[config.mk]
export PLATFORM = sky130hd
export DESIGN_NAME = uart_cmd_parser
export DESIGN_NICKNAME = d
export VERILOG_FILES = /design/src/rtl/uart_cmd_parser.sv
export SDC_FILE = /design/constraint.sdc
export NUM_CORES = 1
export LEC_CHECK = 0
export CORE_UTILIZATION = 60
export DETAILED_ROUTE_END_ITERATION = 8
export PLACE_DENSITY = 0.85
export SYNTH_ARGS = -nofsm -noshare
export SYNTH_HDL_FRONTEND = slang
export SYNTH_SLANG_ARGS = --single-unit
export TNS_END_PERCENT = 5
[constraint.sdc]
create_clock -name i_Clock -period 3.95 [get_ports i_Clock]
set_input_delay 0.395 -clock i_Clock [delete_from_list [all_inputs] [get_ports i_Clock]]
set_output_delay 0.395 -clock i_Clock [all_outputs]
set_load 0.02 [all_outputs]
[src/rtl/uart_cmd_parser.sv]
// uart_cmd_parser: assembles SYNC/CMD/LEN/payload/CHK frames from UART receiver bytes.
// Ports: i_Clock, i_Rst_L (async active-low); i_RX_DV/i_RX_Byte byte strobe in;
//   o_Cmd_DV/o_Cmd/o_Len/o_Payload accepted frame; o_Err_DV/o_Err_Code rejected frame
//   (01 checksum, 10 length, 11 timeout); o_Busy while a frame is in progress.
// Optional: define UART_CMD_TIMEOUT_EN to abort frames idle for TIMEOUT_CLKS clocks.
`ifndef CLKS_PER_BIT
`define CLKS_PER_BIT 87
`endif
module uart_cmd_parser #(
  parameter int MAX_LEN = 16,
  parameter logic [7:0] SYNC_BYTE = 8'hA5,
  parameter int TIMEOUT_CLKS = 10*`CLKS_PER_BIT*4
) (
  input  logic                 i_Clock,
  input  logic                 i_Rst_L,
  input  logic                 i_RX_DV,
  input  logic [7:0]           i_RX_Byte,
  output logic                 o_Cmd_DV,
  output logic [7:0]           o_Cmd,
  output logic [7:0]           o_Len,
  output logic [MAX_LEN*8-1:0] o_Payload,
  output logic                 o_Err_DV,
  output logic [1:0]           o_Err_Code,
  output logic                 o_Busy
);
  typedef enum logic [2:0] {IDLE, CMD, LEN, PAYLOAD, CHK} state_t;
  localparam logic [7:0] MAXL = 8'(MAX_LEN);
  if (MAX_LEN < 1 || MAX_LEN > 255 || TIMEOUT_CLKS < 2) begin : g_bad_param
    $error("uart_cmd_parser: parameter out of range");
  end
  state_t state;
  logic [7:0] cmd_w, len_w, acc, idx;
  logic [MAX_LEN*8-1:0] buf_w;
`ifdef UART_CMD_TIMEOUT_EN
  localparam int TW = $clog2(TIMEOUT_CLKS);
  logic [TW-1:0] tmo;
`endif
  assign o_Busy = state != IDLE;
  always_ff @(posedge i_Clock or negedge i_Rst_L)
    if (!i_Rst_L) begin
      state <= IDLE;
      cmd_w <= '0;
      len_w <= '0;
      acc <= '0;
      idx <= '0;
      buf_w <= '0;
      o_Cmd_DV <= 1'b0;
      o_Cmd <= '0;
      o_Len <= '0;
      o_Payload <= '0;
      o_Err_DV <= 1'b0;
      o_Err_Code <= '0;
`ifdef UART_CMD_TIMEOUT_EN
      tmo <= '0;
`endif
    end else begin
      o_Cmd_DV <= 1'b0;
      o_Err_DV <= 1'b0;
      if (i_RX_DV)
        case (state)
          IDLE: if (i_RX_Byte == SYNC_BYTE) begin
            state <= CMD;
            acc <= '0;
            idx <= '0;
            buf_w <= '0;
          end
          CMD: begin
            cmd_w <= i_RX_Byte;
            acc <= i_RX_Byte;
            state <= LEN;
          end
          LEN: begin
            acc <= acc ^ i_RX_Byte;
            len_w <= i_RX_Byte;
            idx <= '0;
            if (i_RX_Byte > MAXL) begin
              o_Err_DV <= 1'b1;
              o_Err_Code <= 2'b10;
              state <= IDLE;
            end else
              state <= i_RX_Byte == 8'd0 ? CHK : PAYLOAD;
          end
          PAYLOAD: begin
            buf_w[{idx, 3'b000} +: 8] <= i_RX_Byte;
            acc <= acc ^ i_RX_Byte;
            idx <= idx + 8'd1;
            if (idx + 8'd1 == len_w) state <= CHK;
          end
          default: begin
            if (i_RX_Byte == acc) begin
              o_Cmd <= cmd_w;
              o_Len <= len_w;
              o_Payload <= buf_w;
              o_Cmd_DV <= 1'b1;
            end else begin
              o_Err_DV <= 1'b1;
              o_Err_Code <= 2'b01;
            end
            state <= IDLE;
          end
        endcase
`ifdef UART_CMD_TIMEOUT_EN
      // A byte in the expiry cycle wins: only idle cycles can abort the frame.
      if (i_RX_DV || state == IDLE)
        tmo <= '0;
      else if (tmo == TW'(TIMEOUT_CLKS - 1)) begin
        tmo <= '0;
        o_Err_DV <= 1'b1;
        o_Err_Code <= 2'b11;
        state <= IDLE;
      end else
        tmo <= tmo + 1'b1;
`endif
    end
endmodule

; ---- Word level (Yosys, flattened, before mapping)
; Cells that the tools add are included.
[totals]
reg_bits = 311
output_inout_bits = 149
latchBits = 0
mem_count = 0
in_bits = 11
rom_bits = 0
ram_bits = 0
[op_classes]
n_eq_ne = 10
shift = 2
div_mod_pow = 0
n_mux = 21
multipliers = 0
n_reduce_logical = 17
bitwise = 3
addsub = 2
magnitude_cmp = 1
[ops]
columns = cell, n
row1 = case mux 128 bit (2 select lines), 1
row2 = bitwise mux 128 bit, 1
row3 = two-way mux 128 bit, 1
row4 = "variable shift 8 x 13 -> 128 bit, first input constant", 1
row5 = variable part select 8 x 13 -> 128 bit, 1
row6 = case mux 8 bit (3 select lines), 2
row7 = equality test 8 bit, 2
row8 = AND reduction 3 bit, 5
row9 = negator 11 -> 13 bit, 1
row10 = two-way mux 3 bit, 4
row11 = case mux 3 bit (4 select lines), 1
row12 = nonzero test 3 bit, 3
row13 = "adder 8 x 1 -> 8 bit, second input constant", 1
row14 = "equality test 8 bit, second input constant", 1
row15 = "greater-than comparator 8 x 5 -> 1 bit, second input constant", 1
row16 = zero test 8 bit, 1
row17 = two-way mux 8 bit, 1
row18 = XOR 8 bit, 1
row19 = "equality test 3 x 2 -> 1 bit, second input constant", 2
row20 = two-way mux 1 bit, 6
row21 = "!= test 2 bit, second input constant", 3
row22 = two-way mux 2 bit, 2
row23 = case mux 2 bit (2 select lines), 1
row24 = AND reduction 2 bit, 2
row25 = other kinds (10), 11

; ---- Longest topological paths before layout
; Gate-level depths: netlist of run 1.
[logic_depth]
ltp_word = 4
mapped_depth = 11

; ---- Worst setup path before layout of run 1
; OpenSTA, ideal clock, no wires.
[synth_path]
path_type = register to register
startpoint = register idx[0]
endpoint = register buf_w[70]
setup_slack_ns = 1.316
setup_time_ns = 0.128
t_required_ns = 3.822
synth_period_minus_slack_ns = 2.634
arrival_ns = 2.506
path_stages_with_launch = 12
cell_sequence = dfrtp_1 buf_2 inv_1 ha_1 nand2b_4 o31ai_4 o211ai_4 or4_1 buf_6 a21bo_1 buf_6 o2bb2ai_1
[synth_between]
elab_chain_len = 4
elab_cells_between_ends = 5
[synth_lines]
columns = item, line_no
row1 = "start, declared", 32  ; logic [7:0] cmd_w, len_w, acc, idx;
row2 = "start signal, assigned", 86  ; idx <= idx + 8'd1;
row3 = negator 11 -> 13 bit (*), 84  ; buf_w[{idx, 3'b000} +: 8] <= i_RX_Byte;
row4 = variable part select 8 x 13 -> 128 bit / variable shift 8 x 13 -> 128 bit (equally long branches), 84
row5 = bitwise mux 128 bit (*), 84
row6 = case mux 128 bit (2 select lines) (*), 60  ; case (state)
row7 = "end signal, assigned by index", 84
row8 = "end, declared", 33  ; logic [MAX_LEN*8-1:0] buf_w;
; Mark *: on every way between the ends. The rest lies on a longest branch, timed or not.
; A chain may end at the register's enable or synchronous reset.

; ---- Worst setup path after layout of run 1
[layout_path]
startpoint = register idx[0]
endpoint = register buf_w[39]
; Same word-level chain as after synthesis.

==> impl_metrics.ini, run 1 <==
[worst_setup_path]
r2r-end = buf_w[39]
cp_slowest_cell = dfrtp_1
critPathLaunchType = flop
critPathRequiredTime_ps = 4360
cp_cell_sequence = inv_1 -> ha_1 -> nor2_1 -> nand2_1 -> nor2_1 -> nand4_1 -> a21bo_2 -> o2bb2ai_1
crit_top_cell = nor2_1
critPathTopFamily = simple AND/OR/NAND/NOR gates
cp.arrival_ps = 3510
cp_max_fo = 16
critPathBufInv = 1
max_stage_delay_ps = 680
reg2regPathDepth = 8
crit_type = reg -> reg
crit_path_end_kind = flop
timing.rr.start = idx[0]
r2r_setup_slack_ps = 850

[run]
cap_violations = 0

[synthesis]
synth_seq_cells = 311
synthAdderAreaFrac_pct = 0.198
syn_area_mm2 = 0.0126
yosysSeqAreaShare_pct = 61.7
synthMuxAreaShare_pct = 13.5
synth_edf_count = 0
syn_inst = 937
synth_cell_types = 60
synth_ff_type = dfrtp_1
ys_async_sr_fraction_pct = 100
synth_top_area_cell = dfrtp_1
synth-xor-area-share_pct = 0.764
yosysTopAreaCellShare_pct = 61.7
synth-compound-area-share_pct = 13.5
synth.area.top_cells = dfrtp_1, mux2_2, o2bb2ai_1
synth_top_family_by_area = multiplexers
syn_nets = 950
syn_area_per_cell_um2 = 13.5
yosysWarnings = 0
synth-simple-area-share_pct = 8.18

[pwr]
p_clk_share_pct = 36.1
vdd_drop_max_uv = 339
swShare_pct = 29.6
powerDensity_mw_per_mm2 = 521
cellLeakagePower_nw = 7.15
switching_power_mw = 2.39
seq_power_share_pct = 45.6
intPower_mw = 5.68
p_comb_share_pct = 18.3
finalPower_mw = 8.08

[timing]
final-setup-viol-count = 0
maxSlewViolCount = 0
worst_slew_pin_slew_ps = 744
slew_headroom_pct = 50.2
finClkSkew_ps = 17.3
fmax_mhz = 323
rsz0062_at_grt = false
final_hold_viol_count = 0
fin_crit_ps = 3100
min_period_over_period_pct = 78.5
tns_ps = 0

[detailed_routing]
firstDrtPassIters = 5
wl_per_cell_um = 21.9
antenna_left = 0
drcViolationCount = 0
num_vias = 8732
drt_iter0_drc = 642
post_drt_via_cell_ratio = 6.30
routed_wl_mm = 30.3

[layout]
diodes = 0
area_growth_pct = 22.9
layout_commonest_cell = dfrtp_1
mostFrequentLayoutCells = dfrtp_1, clkdlybuf4s50_1, mux2_2
final_nets = 1104
drive_gt1_share_pct = 19.3

[die]
die_x_um = 147
fp.dieArea_mm2 = 0.0216
start_util_pct = 61.7
coreArea_mm2 = 0.0204
num_rows = 52
die_h_um = 147
boundaryPins = 160

[global_route]
grt-ovfl-total = 0
track_usage_pct = 29.1
grt_pass1_vias = 8863
grt_max_degree = 98
grt_pass1_wl_mm = 49.5
antenna_found_initial = 0

[worst_hold_path]
min_path_type = in -> async

[placement]
port_buffers = 159
dpl.hpwl_mm = 19.1
routabilityCongestion = 0.857

[clocking]
clk_latency_ps = 550
clk_pin_slew_worst_paths_ps = 60
h-tree-depth = 1
post_cts_buffers = 0
cts_sinks = 311
numCtsBuffers = 30
cts.path.max_buffers = 3
cts_tree = done
cts_root_buf = clkbuf_16

[status]
status = complete, no violations
## kinds of logic after synthesis
kind of cell | Yosys count
mux | 151
compound gates | 198
fa+ha+maj | 2
xor+xnor | 11
simple gates | 201
flops | 311
buf+inv | 63
## routing by layer
layer  global-route usage (%)  vias to the layer above  part of all wire, %
met3                     5.34                       70                  7.8
met2                     47.0                      418                   47
li1                         -                     3788                    -
met5                        0                        -                    0
met1                     41.4                     4456                   43
met4                     6.96                        0                  2.4
## stage by stage
step	hold slack, ps	instances	cell area [µm²]	worst slack [ps]	util (%)
after floorplan	99.4	937	12600	1320	-
after global placement	459	1328	14500	854	70.8
after detailed placement	465	1328	14500	780	70.8
after CTS	479	1385	15500	868	75.9
after global routing	498	1385	15500	576	75.9
final	471	1385	15500	851	75.9
## synthesized netlist by cell type (2+ instances only)
master / instances
a21bo_1: 2
a21bo_2: 2
a21o_1: 8
a21oi_1: 8
a221o_1: 2
a22o_1: 25
a31o_2: 2
a31oi_1: 9
a32o_1: 40
a41oi_1: 2
and2_1: 3
and3_1: 3
buf_1: 2
buf_2: 17
buf_6: 3
clkbuf_1: 34
dfrtp_1: 311
ha_1: 2
inv_1: 7
mux2_1: 35
mux2_2: 116
nand2_1: 65
nand2b_1: 4
nand3_1: 20
nand3b_1: 2
nand4_1: 6
nor2_1: 28
nor2_2: 8
nor2b_1: 20
nor3_1: 6
nor3b_1: 2
nor4_1: 9
o21ai_0: 13
o21ai_1: 6
o21bai_1: 2
o2bb2ai_1: 62
o2bb2ai_2: 3
o31ai_1: 3
or2_2: 6
or3_1: 4
or4_1: 7
xnor2_1: 7
xor2_1: 4
## cell type report
cell class	instances	area [µm²]
clock inverters	14	139
repair buffers	178	1780
inverters	7	26.3
flip-flops and latches	311	7780
well taps	270	338
fillers	1240	4920
clock buffers	42	887
multi-input cells	563	4560
## worst reg2reg max path: stages (launching register included)
cell	delay [ps]
dfrtp_1	680
inv_1	130
ha_1	420
nor2_1	200
nand2_1	200
nor2_1	250
nand4_1	470
a21bo_2	460
o2bb2ai_1	170
## how the worst max path moves through the flow
stage	start	end	slack [ps]	cells past startpoint
final	idx[0]	buf_w[39]	850	8
after detailed placement	i_RX_Byte[7]	buf_w[116]	780	7
after global routing	idx[0]	buf_w[39]	580	8
after global placement	i_RX_Byte[7]	buf_w[115]	850	7
after floorplan	idx[0]	buf_w[70]	1320	11
after CTS	idx[0]	buf_w[42]	870	8
## sequential cells by signal, summed over array words and instances (netlist names)
signal	flops
cmd_w	8
acc	8
state	3
idx	8
buf_w	128
o_Err_DV	1
o_Err_Code	2
o_Cmd	8
len_w	8
o_Len	8
o_Cmd_DV	1
o_Payload	128
## power by group through the flow
stage | registers (mW) | logic [mW] | clock network, mW
after floorplan | 3.63 | 1.09 | 0
after global placement | 3.72 | 1.40 | 0
after detailed placement | 3.73 | 1.44 | 0
after CTS | 3.68 | 1.47 | 2.95
after global routing | 3.72 | 1.63 | 3.09
final | 3.68 | 1.48 | 2.91
## timing repair
action,in CTS,in global routing
resized for setup,0,0
endpoints found under the hold margin,93,0
hold buffers,1,0
(Power assumes the default switching activity.)
==> run 2: changes to the inputs <==
Settings changed: CORE_UTILIZATION 60 to 50, PLACE_DENSITY 0.85 to 0.76.
Clock period 3.95 ns to 2.7 ns, I/O delays scaled along.
==> run 2 against run 1 <==
  * Via count fell by 1.5%
  * Sequential power is 44% higher
  * Non-clock buffer count is 32 higher
  * Die area rose by 20%
  * Final area is 2.8% higher
  * Largest power group unchanged
  * Core utilization is 11 points lower
  * Hold slack got worse by 190 ps
  * Cell count grew 6.1%
  * Clock power up 48%
  * First-iteration DRC count fell by 13%
==> impl_metrics.ini, run 2 (synthesis results as in run 1) <==
[status]
status = complete, no violations

[clocking]
numCtsBuffers = 30
clk_latency_ps = 550
cts.path.max_buffers = 3
cts_sinks = 311
clk_pin_slew_worst_paths_ps = 60
h-tree-depth = 1
cts_root_buf = clkbuf_16
post_cts_buffers = 0
cts_tree = done

[die]
num_rows = 57
die_h_um = 161
coreArea_mm2 = 0.0245
die_x_um = 161
fp.dieArea_mm2 = 0.0259
start_util_pct = 51.4
boundaryPins = 160

[global_route]
grt_pass1_wl_mm = 48.0
grt_max_degree = 88
antenna_found_initial = 0
grt_pass1_vias = 8420
track_usage_pct = 23.4
grt-ovfl-total = 0

[timing]
rsz0062_at_grt = false
tns_ps = 0
finClkSkew_ps = 10.9
worst_slew_pin_slew_ps = 670
maxSlewViolCount = 0
final-setup-viol-count = 0
min_period_over_period_pct = 95.2
fin_ws_ps = 129
slew_headroom_pct = 55.0
fin_crit_ps = 2570
final_hold_viol_count = 0
fmax_mhz = 389

[layout]
area_growth_pct = 26.3
post-route-util_pct = 65.0
fill_cells = 1816
layout_commonest_cell = dfrtp_1
mostFrequentLayoutCells = dfrtp_1, clkdlybuf4s50_1, mux2_2
drive_gt1_share_pct = 21.9
final_nets = 1136
diodes = 0
top_regs = buf_w (128), o_Payload (128)

[worst_setup_path]
timing.rr.start = idx[0]
max_stage_delay_ps = 470
r2r_setup_slack_ps = 130
r2r-end = buf_w[113]
cp_slowest_cell = or3b_2
crit_path_end_kind = flop
critPathLaunchType = flop
critPathRequiredTime_ps = 3180
cp.arrival_ps = 3050
cp_max_fo = 9
crit_path_start = idx[0]
cp_cell_sequence = inv_1 -> ha_1 -> or3b_2 -> a21oi_1 -> o211a_2 -> nand3_1 -> nor2_4 -> a32o_1
crit_type = reg -> reg
reg2regPathDepth = 8

[run]
cap_violations = 0

[detailed_routing]
routed_wl_mm = 29.9
wl_per_cell_um = 20.3
firstDrtPassIters = 7
num_vias = 8601
drt_iter0_drc = 556
post_drt_via_cell_ratio = 5.85
drcViolationCount = 0
antenna_left = 0

[placement]
dpl.hpwl_mm = 19.9
routabilityCongestion = 0.897
port_buffers = 159
post-place-ws_ps = 37.9

[pwr]
vdd_drop_max_uv = 624
powerDensity_mw_per_mm2 = 754
cellLeakagePower_nw = 7.32
finalPower_mw = 12.0

[worst_hold_path]
min_path_type = in -> async
## run 2: worst max-delay path: cells and delay by family, from the launching register on
family          cells  cell delay (ps)
simple gates        3             1090
compound gates      3              680
flops               1              370
fa+ha+maj           1              300
buf+inv             1               60
## run 2: how the worst max path moves through the flow
stage,endpoint,cells past startpoint
after floorplan,buf_w[70],11
after global placement,buf_w[92],8
after detailed placement,buf_w[116],8
after CTS,buf_w[92],8
after global routing,buf_w[109],8
final,buf_w[113],8
## run 2: metal layers
metal / share of wire [%] / global-route usage, %
met5: 0 / 0
met4: 2.0 / 5.49
met3: 5.5 / 3.20
met2: 47 / 36.0
met1: 46 / 35.4
## run 2: power by group
| part | switching [mW] | internal, mW |
|---|---|---|
| registers | 0.282 | 5.02 |
| clock network | 1.77 | 2.55 |
| logic | 1.50 | 0.906 |
| total | 3.55 | 8.48 |
## run 2: what timing repair did
item | 4_1_cts | 5_1_grt
endpoints found under the hold margin | 70 | 0
setup endpoints to repair | 0 | 73
resized for setup | 0 | 13
hold buffers | 1 | 0
## run 2: layout make-up
class | instances | area [µm²] | share of cell area (%)
timing repair buffer | 210 | 2080 | 13.1
multi-input combinational | 563 | 4610 | 29.0
clock inverter | 13 | 149 | 0.934
sequential | 311 | 7780 | 48.8
tap | 324 | 405 | 2.54
clock buffer | 42 | 877 | 5.50
inverter | 7 | 26.3 | 0.165
## run 2: stage by stage
| step | instance area, µm² | hold WS [ps] | std cells |
|---|---|---|---|
| 2_1_floorplan | 12600 | -25.6 | 937 |
| 3_3_place_gp | 14800 | 275 | 1414 |
| 3_5_place_dp | 14800 | 273 | 1414 |
| 4_1_cts | 15900 | 315 | 1470 |
| 5_1_grt | 15900 | 338 | 1470 |
| 6_report | 15900 | 283 | 1470 |
==> run 3: changes to the inputs <==
Settings changed: CORE_MARGIN from default to 5, REMOVE_ABC_BUFFERS from default to 1.
==> run 3 against run 2 <==
  * Die area increased by 10%
  * First-iteration DRC count up 25%
  * Hold slack worse by 29 ps
  * Worst setup slack worse by 16 ps
  * Wire length grew 3.8%
  * Critical path type unchanged
  * Largest cell class unchanged
==> impl_metrics.ini, run 3 (synthesis results as in run 1) <==
[clocking]
post_cts_buffers = 0
cts_tree = done
cts_sinks = 311
clk_pin_slew_worst_paths_ps = 60
cts_root_buf = clkbuf_16
cts.path.max_buffers = 3
numCtsBuffers = 31
clk_latency_ps = 560
h-tree-depth = 1

[die]
die_x_um = 169
boundaryPins = 160
start_util_pct = 50.4
die_h_um = 169
coreArea_mm2 = 0.0250
num_rows = 58
fp.dieArea_mm2 = 0.0285

[timing]
final-setup-viol-count = 0
tns_ps = 0
slew_headroom_pct = 52.9
worst_slew_pin_slew_ps = 702
final_hold_viol_count = 0
finClkSkew_ps = 23.0
maxSlewViolCount = 0
fmax_mhz = 387
fin_crit_ps = 2590
rsz0062_at_grt = false
fin_ws_ps = 113
hold_slack_ps = 254
min_period_over_period_pct = 95.8

[global_route]
track_usage_pct = 21.9
antenna_found_initial = 0
grt_pass1_vias = 8888
grt_pass1_wl_mm = 50.3
grt_max_degree = 92
grt-ovfl-total = 0

[detailed_routing]
drcViolationCount = 0
routed_wl_mm = 31.0
firstDrtPassIters = 5
num_vias = 8639
wl_per_cell_um = 20.9
antenna_left = 0
post_drt_via_cell_ratio = 5.83
drt_iter0_drc = 696

[worst_setup_path]
crit_type = reg -> reg
max_stage_delay_ps = 550
cp_max_fo = 8
r2r_setup_slack_ps = 110
critPathRequiredTime_ps = 3100
critPathLaunchType = flop
cp_cell_sequence = inv_1 -> ha_1 -> nand2b_4 -> o31ai_4 -> o211ai_4 -> or4_1 -> a21bo_1 -> o2bb2ai_1
cp_slowest_cell = or4_1
cp.arrival_ps = 2990
crit_path_end_kind = flop

[layout]
final_nets = 1144
design_area_mm2 = 0.0161
mostFrequentLayoutCells = dfrtp_1, clkdlybuf4s50_1, mux2_2
layout_commonest_cell = dfrtp_1
top_regs = buf_w (128), o_Payload (128)
fin_cells = 1483
drive_gt1_share_pct = 21.9
post-route-util_pct = 64.2
fill_cells = 1851
area_growth_pct = 27.3
diodes = 0

[placement]
port_buffers = 159
dpl.hpwl_mm = 21.3
routabilityCongestion = 0.930
place_area_mm2 = 0.0150
post-place-ws_ps = -25.8
dp_cells = 1427

[worst_hold_path]
min_path_type = in -> async

[pwr]
vdd_drop_max_uv = 503
cellLeakagePower_nw = 7.38
powerDensity_mw_per_mm2 = 759
finalPower_mw = 12.2

[run]
cap_violations = 0

[status]
status = complete, no violations
## run 3: cell count changes in the layout (fill, tap and decap cells not counted), sizes merged
cell      delta
clkbuf       +2
bufinv       +2
clkinvlp     -2
buf          +7
clkinv       -2
## run 3: timing repair
item | CTS | global route
hold buffers | 1 | 0
endpoints found under the hold margin | 64 | 0
pin swaps | 0 | 1
setup endpoints to repair | 22 | 56
gates resized for setup | 0 | 9
## run 3: final cells by class
class	instances	area, µm²	area share, %
timing repair buffer	217	2180	13.6
inverter	7	26.3	0.164
clock buffer	44	875	5.45
sequential	311	7780	48.5
clock inverter	11	184	1.15
multi-input combinational	563	4600	28.6
tap	330	413	2.57
## run 3: path summary, 6_finish.rpt
| check | cells after the start | to | start |
|---|---|---|---|
| min in group i_Clock | 2 | cmd_w[5] | cmd_w[5] |
| worst min-delay path | 2 | buf_w[39] | i_Rst_L |
| worst max register to register | 8 | buf_w[40] | idx[0] |
| worst max-delay path | 8 | buf_w[40] | idx[0] |
| worst min register to register | 2 | cmd_w[5] | cmd_w[5] |
| max in group asynchronous | 3 | buf_w[115] | i_Rst_L |
## run 3: report_power, final
part	total (mW)	internal (mW)	switching [mW]
combinational	2.43	0.909	1.53
clock	4.45	2.71	1.73
sequential	5.31	5.02	0.281
## run 3: worst max-delay path, delay by kind of cell, from the launching register on
kind | cells | cell delay, ps
AND/OR/NAND/NOR | 2 | 660
AO/OA/AOI/OAI | 4 | 970
flip-flops | 1 | 380
buffers and inverters | 1 | 80
adder cells (fa/ha/maj) | 1 | 350
## run 3: layer usage
layer / vias up / GRT usage, % / share of wire, %
met4: 0 / 6.32 / 2.2
li1: 3870 / - / -
met2: 311 / 35.1 / 48
met1: 4406 / 31.6 / 44
met3: 52 / 3.27 / 5.8
met5: - / 0 / 0
